## config.mk

```make
export PLATFORM = sky130hd
export DESIGN_NAME = seg_scan_ctrl_flat
export DESIGN_NICKNAME = d
export VERILOG_FILES = /design/src/rtl/seg_scan_if.sv /design/src/rtl/seg_scan_ctrl.sv /design/src/flat_wrapper.sv
export SDC_FILE = /design/constraint.sdc
export NUM_CORES = 1
export LEC_CHECK = 0
export CAP_MARGIN = 20
export CORE_MARGIN = 2
export CORE_UTILIZATION = 40
export DETAILED_ROUTE_END_ITERATION = 7
export MAX_ROUTING_LAYER = met4
export PLACE_DENSITY = 0.72
export SLEW_MARGIN = 20
export SYNTH_ARGS = -nofsm -noshare
export SYNTH_HDL_FRONTEND = slang
export SYNTH_SLANG_ARGS = --single-unit
```

## constraint.sdc

```tcl
create_clock -name clk -period 2.35 [get_ports clk]
set_input_delay 0.705 -clock clk [delete_from_list [all_inputs] [get_ports clk]]
set_output_delay 0.705 -clock clk [all_outputs]
set_load 0.005 [all_outputs]
```

## src/rtl/seg_scan_if.sv

```systemverilog
// Write port of the 7-segment scan controller: valid/ready handshake carrying four hex
// digits and a per-digit lighting mask.
interface seg_scan_if;
   logic        wr_valid;
   logic        wr_ready;
   logic [15:0] wr_data;
   logic [3:0]  wr_mask;

   modport master (output wr_valid, output wr_data, output wr_mask, input wr_ready);
   modport slave  (input wr_valid, input wr_data, input wr_mask, output wr_ready);
endinterface

```

## src/rtl/seg_scan_ctrl.sv

```systemverilog
// 4-digit common-anode 7-segment scan controller with frame-boundary digit updates.
// Optional LEAD_ZERO_BLANK_EN macro blanks leading zero digits (digit0 always shown).
module seg_scan_ctrl #(
   parameter int unsigned DIV       = 100000,
   parameter int unsigned GHOST_CYC = 2
) (
   input  logic        clk,
   input  logic        reset,
   seg_scan_if.slave   wr,
   output logic [6:0]  seg,
   output logic [3:0]  an,
   output logic        frame_tick
);

   localparam int unsigned CntMax = (DIV > GHOST_CYC) ? DIV : GHOST_CYC;
   localparam int unsigned CW     = $clog2(CntMax);
   localparam logic [CW-1:0] DivLast = CW'(DIV - 1);
   localparam logic [CW-1:0] GapLast = (GHOST_CYC > 0) ? CW'(GHOST_CYC - 1) : '0;

   typedef enum logic {StScan, StGap} state_e;

   state_e        state_q, state_d;
   logic [1:0]    idx_q, idx_d;
   logic [CW-1:0] cnt_q, cnt_d;
   logic          adv;

   logic [15:0]   disp_data_q, pend_data_q;
   logic [3:0]    disp_mask_q, pend_mask_q;
   logic          pend_v_q;

   logic [6:0]    seg_d;
   logic [3:0]    an_d;
   logic [3:0]    nib;
   logic          lit;

   function automatic logic [6:0] hex7(input logic [3:0] h);
      unique case (h)
         4'h0: hex7 = 7'h40;
         4'h1: hex7 = 7'h79;
         4'h2: hex7 = 7'h24;
         4'h3: hex7 = 7'h30;
         4'h4: hex7 = 7'h19;
         4'h5: hex7 = 7'h12;
         4'h6: hex7 = 7'h02;
         4'h7: hex7 = 7'h78;
         4'h8: hex7 = 7'h00;
         4'h9: hex7 = 7'h10;
         4'hA: hex7 = 7'h08;
         4'hB: hex7 = 7'h03;
         4'hC: hex7 = 7'h46;
         4'hD: hex7 = 7'h21;
         4'hE: hex7 = 7'h06;
         default: hex7 = 7'h0E;
      endcase
   endfunction

   always_comb begin
      state_d = state_q;
      cnt_d   = cnt_q + 1'b1;
      adv     = 1'b0;
      unique case (state_q)
         StScan: begin
            if (cnt_q == DivLast) begin
               cnt_d = '0;
               if (GHOST_CYC > 0) state_d = StGap;
               else               adv     = 1'b1;
            end
         end
         default: begin
            if (cnt_q == GapLast) begin
               cnt_d   = '0;
               adv     = 1'b1;
               state_d = StScan;
            end
         end
      endcase
      idx_d = adv ? idx_q + 2'd1 : idx_q;
   end

   assign frame_tick  = adv && (idx_q == 2'd3);
   assign wr.wr_ready = ~pend_v_q;

   always_ff @(posedge clk or posedge reset) begin
      if (reset) begin
         state_q <= StScan;
         idx_q   <= '0;
         cnt_q   <= '0;
      end else begin
         state_q <= state_d;
         idx_q   <= idx_d;
         cnt_q   <= cnt_d;
      end
   end

   // Accept and frame-boundary load are exclusive: accepting needs pend_v clear.
   always_ff @(posedge clk or posedge reset) begin
      if (reset) begin
         pend_v_q    <= 1'b0;
         pend_data_q <= '0;
         pend_mask_q <= '0;
         disp_data_q <= '0;
         disp_mask_q <= '0;
      end else if (wr.wr_valid && !pend_v_q) begin
         pend_v_q    <= 1'b1;
         pend_data_q <= wr.wr_data;
         pend_mask_q <= wr.wr_mask;
      end else if (frame_tick && pend_v_q) begin
         pend_v_q    <= 1'b0;
         disp_data_q <= pend_data_q;
         disp_mask_q <= pend_mask_q;
      end
   end

   always_comb begin
      nib   = disp_data_q[{idx_q, 2'b00} +: 4];
      lit   = (state_q == StScan) && disp_mask_q[idx_q];
`ifdef LEAD_ZERO_BLANK_EN
      unique case (idx_q)
         2'd1:    if (disp_data_q[15:4] == 12'h000) lit = 1'b0;
         2'd2:    if (disp_data_q[15:8] == 8'h00) lit = 1'b0;
         2'd3:    if (disp_data_q[15:12] == 4'h0) lit = 1'b0;
         default: ;
      endcase
`else
`endif
      an_d  = 4'hF;
      seg_d = 7'h7F;
      if (lit) begin
         an_d[idx_q] = 1'b0;
         seg_d       = hex7(nib);
      end
   end

   always_ff @(posedge clk or posedge reset) begin
      if (reset) begin
         seg <= 7'h7F;
         an  <= 4'hF;
      end else begin
         seg <= seg_d;
         an  <= an_d;
      end
   end

endmodule
```

## src/flat_wrapper.sv

```systemverilog
// flat-port wrapper written by rule: the top's interface ports become plain ports
module seg_scan_ctrl_flat 
#(
   parameter int unsigned DIV       = 100000,
   parameter int unsigned GHOST_CYC = 2
)
  (clk, reset, seg, an, frame_tick, wr_wr_valid, wr_wr_data, wr_wr_mask, wr_wr_ready);
  seg_scan_if wr_i ();
  input  logic clk;
  input  logic reset;
  output logic [6:0] seg;
  output logic [3:0] an;
  output logic frame_tick;
  input wire logic [$bits(wr_i.wr_valid)-1:0] wr_wr_valid;
  input wire logic [$bits(wr_i.wr_data)-1:0] wr_wr_data;
  input wire logic [$bits(wr_i.wr_mask)-1:0] wr_wr_mask;
  output wire logic [$bits(wr_i.wr_ready)-1:0] wr_wr_ready;
  assign wr_i.wr_valid = wr_wr_valid;
  assign wr_i.wr_data = wr_wr_data;
  assign wr_i.wr_mask = wr_wr_mask;
  assign wr_wr_ready = wr_i.wr_ready;
  seg_scan_ctrl #(.DIV(DIV), .GHOST_CYC(GHOST_CYC)) u_core (.clk(clk), .reset(reset), .wr(wr_i), .seg(seg), .an(an), .frame_tick(frame_tick));
endmodule
```

Word-level counts from Yosys, hierarchy flattened
Memory sizes are Yosys's and may differ from the RTL's. Cells that the tools add are included.

Flip-flop bits (word level): 72. ROM bits: 112. Input bits: 23. Output and inout port bits: 13. Word-level logic and storage cells: 47. Memories kept: 1.

$add $sub $neg: 2. $lt $le $gt $ge: 2. Equal/unequal tests: 3. Shift-type cells: 1. Muxes and demuxes: 16. Bitwise operators: 4. Reduce and logical (&&, ||, !) cells: 8.

Memories: (name not given) (depth 16, bits a word 7, rd ports 1, clocked after Yosys merged registers in 0, write ports 0, line seg_scan_ctrl.sv:37) `unique case (h)`.

Operators with widths (number): two-way mux 17 bit (3); adder 17 x 1 -> 17 bit, second input constant (1); == test 17 x 1 -> 1 bit, second input constant (1); == test 17 bit, second input constant (1); variable part select 16 x 5 -> 4 bit (1); two-way mux 1 bit (9); two-way mux 7 bit (1); logical AND 1 bit (5); two-way mux 4 bit (1); NOT 4 bit (1); less-than comparator 2 x 3 -> 1 bit, second input constant (1); NOT 1 bit (3); adder 2 x 1 -> 2 bit, second input constant (1); binary-select mux 1 bit (select 2 bit) (1); demux 1 bit (select 2 bit) (1); == test 2 bit, second input constant (1); >= comparator 2 x 1 -> 1 bit, second input constant (1); AND reduction 2 bit (1); nonzero test 2 bit (1); logical NOT 1 bit (1).

Longest topological paths before layout
Depth after elaboration: 7. Gate-level depth with buffers: 8. Depth with buffers taken out: 7.

Least setup slack after synthesis
OpenSTA, ideal clock, no wires.

Path type: reg-to-output. Start: register u_core.cnt_q[5]. End: output port frame_tick. Data arrival time: 1264 ps. Data required time: 1645 ps. Setup slack: 381 ps. Stages on the path, launching flop included: 6. Cell sequence: dfrtp_1 > buf_6 > nor4_2 > nand2_2 > and4b_2 > and3_1.

Cells in the longest elaborated chain, start to end: 4.

RTL lines: start: declaration (line seg_scan_ctrl.sv:24) `logic [CW-1:0] cnt_q, cnt_d;`; start signal: assignment (line seg_scan_ctrl.sv:91) `cnt_q <= cnt_d;`; == test 17 x 1 -> 1 bit (line seg_scan_ctrl.sv:70) `if (cnt_q == GapLast) begin`; two-way mux 1 bit (line seg_scan_ctrl.sv:70); two-way mux 1 bit (line seg_scan_ctrl.sv:61) `unique case (state_q)`; logical AND 1 bit (line seg_scan_ctrl.sv:80) `assign frame_tick = adv && (idx_q == 2'd3);`; end: declaration (line flat_wrapper.sv:13) `output logic frame_tick;`.

No other way between the ends.

Worst setup path after layout
Start: register u_core.cnt_q[12]. End: output port frame_tick.

The elaborated chain is that of the path after synthesis.

==> metrics.yaml <==
drt_iter0_drc: 110
placed_cells: 404
pin_count: 36
clock_path_buffers: 2
cts_inserted_buffers: 9
gp_congestion: 0.805
critical-path-top-delay-family: "simple AND/OR/NAND/NOR gates"
finalNonFillerCells: 422
worstPathRequired_ps: 1640
wirelength_um: 6000
synth-seq-cells: 72
antenna_found_initial: 0
period_share_pct: 102
fin_setup_tns_ps: -42.8
hold_buffers: 0
dp_hpwl_um: 4250
vias: 2106
grt_use_total_pct: 15.7
clockPowerShare_pct: 39.6
cp_slowest_stage_delay_ps: 410
yosysWarnings: 0
synth_common_cells: "61 x dfrtp_1, 23 x mux2_2, 19 x mux2_4"
crit_type: "flip-flop to primary output"
violations: "setup timing"
critPathBufInv: 1
start_kind: "flip-flop"
overflow: 0
synth_edf_count: 0
power_density_mw_per_mm2: 548
grt_pass1_vias: 2209
p_leak_nw: 1.79
die_w_um: 96
ant_nets: 0
cts.sinks: 72
cp_max_fo: 2
status: "complete, but fails checks"
pwr-share-comb_pct: 4.7
initial_utilization_pct: 41.2
clock-skew-final_ps: 11.9
power.switching_mw: 0.580
io_buffer_count: 35
async_flop_share_pct: 100
slowest_stage: "dfrtp_1"
syn-instance-count: 251
min_period_ps: 2390
cts-root-buf: "clkbuf_8"
p_seq_share_pct: 55.8
die_y_um: 96
tightest_slew_ps: 382
first_pass_iters: 4
syn_nets: 286
vias_per_cell: 4.99
multi_input_area_mm2: 0.00149
layout.nets: 347
cts_tree: "done"
yosysMostFrequentCell: "dfrtp_1"
syn_area_per_cell_um2: 13.5
wl_per_cell_um: 14.2
areaGrowthSynthToFinish_pct: 25.6
slew_viol_final: 0
vdd_drop_max_mv: 0.325
diodes: 0
dieArea_mm2: 0.00922
grt_max_degree: 44
yosys.area.top_type: "dfrtp_1"
yosys.cell_types.count: 48
arrival_ps: 1690
clk_pin_slew_ps: 90
fin_ws_ps: -42.8
rsz0062_at_grt: "yes"
synth.area.top_cells: "dfrtp_1 45%, dfstp_2 8.5%, mux2_4 8.4%"
slew_headroom_pct: 74.5
clk-insertion-delay-late_ps: 350
intPower_mw: 1.75
pre_cts_slack_ps: -109
synthFlopType: "dfrtp_1"
htreeDepth: 3
setup_viol: 1
drv_cap: 0
fillers: 686
num_rows: 33
netlist_area_mm2: 0.00339
hp-class: "flip-flop to flip-flop"
worstSetupEndpointType: "primary output"
register_area_mm2: 0.00182
drc_errors: 0
dpl-instance-area_mm2: 0.00403
synth_top_area_share_pct: 45.1
yosysSeqAreaShare_pct: 53.6
finalHoldViolCount: 0
grt_pass1_wl_um: 10600
layout-drive-gt1-share_pct: 35.3
coreArea_mm2: 0.00822
switching_share_pct: 24.9
fmax_mhz: 418
worstPathCellList: "nor4_4 -> nand2_2 -> and4b_2 -> and3_4 -> buf_6"
final_area_mm2: 0.00425
==> layer usage <==
layer	vias to the layer above	part of all wire (%)	GRT usage [%]
met2	40	45	23.3
met1	1041	49	20.9
met5	-	0	-
met3	13	3.2	2.90
li1	1012	-	-
met4	0	2.5	7.98
==> cells by family (layout without fill, tap and decap cells) <==
kind of cell    after synthesis  count (layout)  synth area share [%]
simple gates                 69              69                  11.9
buf+inv                      20              86                  3.25
xor+xnor                     14              14                  3.62
mux                          50              50                  20.3
fa+ha+maj                    12              12                  4.43
compound gates               14              14                  2.92
flops                        72              72                  53.6
==> metrics by stage <==
stage          utilization (%)  hold slack, ps  power, mW
2_1_floorplan                -             461       1.37
3_3_place_gp              49.0             489       1.43
3_5_place_dp              49.0             489       1.44
4_1_cts                   51.5             514       2.35
5_1_grt                   51.8             523       2.42
6_report                  51.8             506       2.33
==> registers in the layout, summed over array words and instances (netlist names) <==
register / flops
u_core.an: 4
u_core.cnt_q: 17
u_core.disp_data_q: 16
u_core.disp_mask_q: 4
u_core.idx_q: 2
u_core.pend_data_q: 16
u_core.pend_mask_q: 4
u_core.pend_v_q: 1
u_core.seg: 7
u_core.state_q: 1
==> cells in the final DEF (no fill, tap or decap), types with 9 or more instances in the layout <==
cell type        count
dfrtp_1             61
clkdlybuf4s50_1     34
mux2_2              23
buf_4               22
mux2_4              19
nand2_1             16
nor3_1              13
xnor2_1             12
ha_1                12
dfstp_2             11
nand3_1             10
clkbuf_8             9
==> final cells by class <==
type / count / share of cell area (%)
sequential: 72 / 42.7
clock inverter: 7 / 1.47
multi-input combinational: 159 / 34.9
inverter: 9 / 0.883
tap: 105 / 3.09
clock buffer: 9 / 2.91
timing repair buffer: 61 / 14.0
==> power by group through the flow <==
stage | Clock [mW] | Combinational, mW | Sequential (mW)
4_1_cts | 0.934 | 0.112 | 1.30
3_3_place_gp | 0 | 0.108 | 1.32
3_5_place_dp | 0 | 0.111 | 1.33
5_1_grt | 0.999 | 0.120 | 1.31
6_report | 0.922 | 0.109 | 1.30
2_1_floorplan | 0 | 0.0544 | 1.32
==> timing repair <==
| item | CTS | global route |
|---|---|---|
| gates cloned | 0 | 0 |
| setup buffers | 1 | 1 |
| setup endpoints to repair | 1 | 1 |
| pin swaps | 3 | 2 |
| resized for setup | 6 | 2 |
==> path summary, 6_finish.rpt <==
kind                                  startpoint  slack [ps]  cells past startpoint                endpoint
setup reg to reg                u_core.cnt_q[12]         190                      8  u_core.disp_data_q[15]
max in group asynchronous                  reset        1240                      3           u_core.seg[4]
min in group asynchronous                  reset         610                      2        u_core.cnt_q[14]
hold reg to reg            u_core.pend_data_q[6]         510                      1   u_core.disp_data_q[6]
setup / recovery                u_core.cnt_q[12]         -40                      5              frame_tick
hold / removal             u_core.pend_data_q[6]         510                      1   u_core.disp_data_q[6]
(Power assumes the default switching activity.)
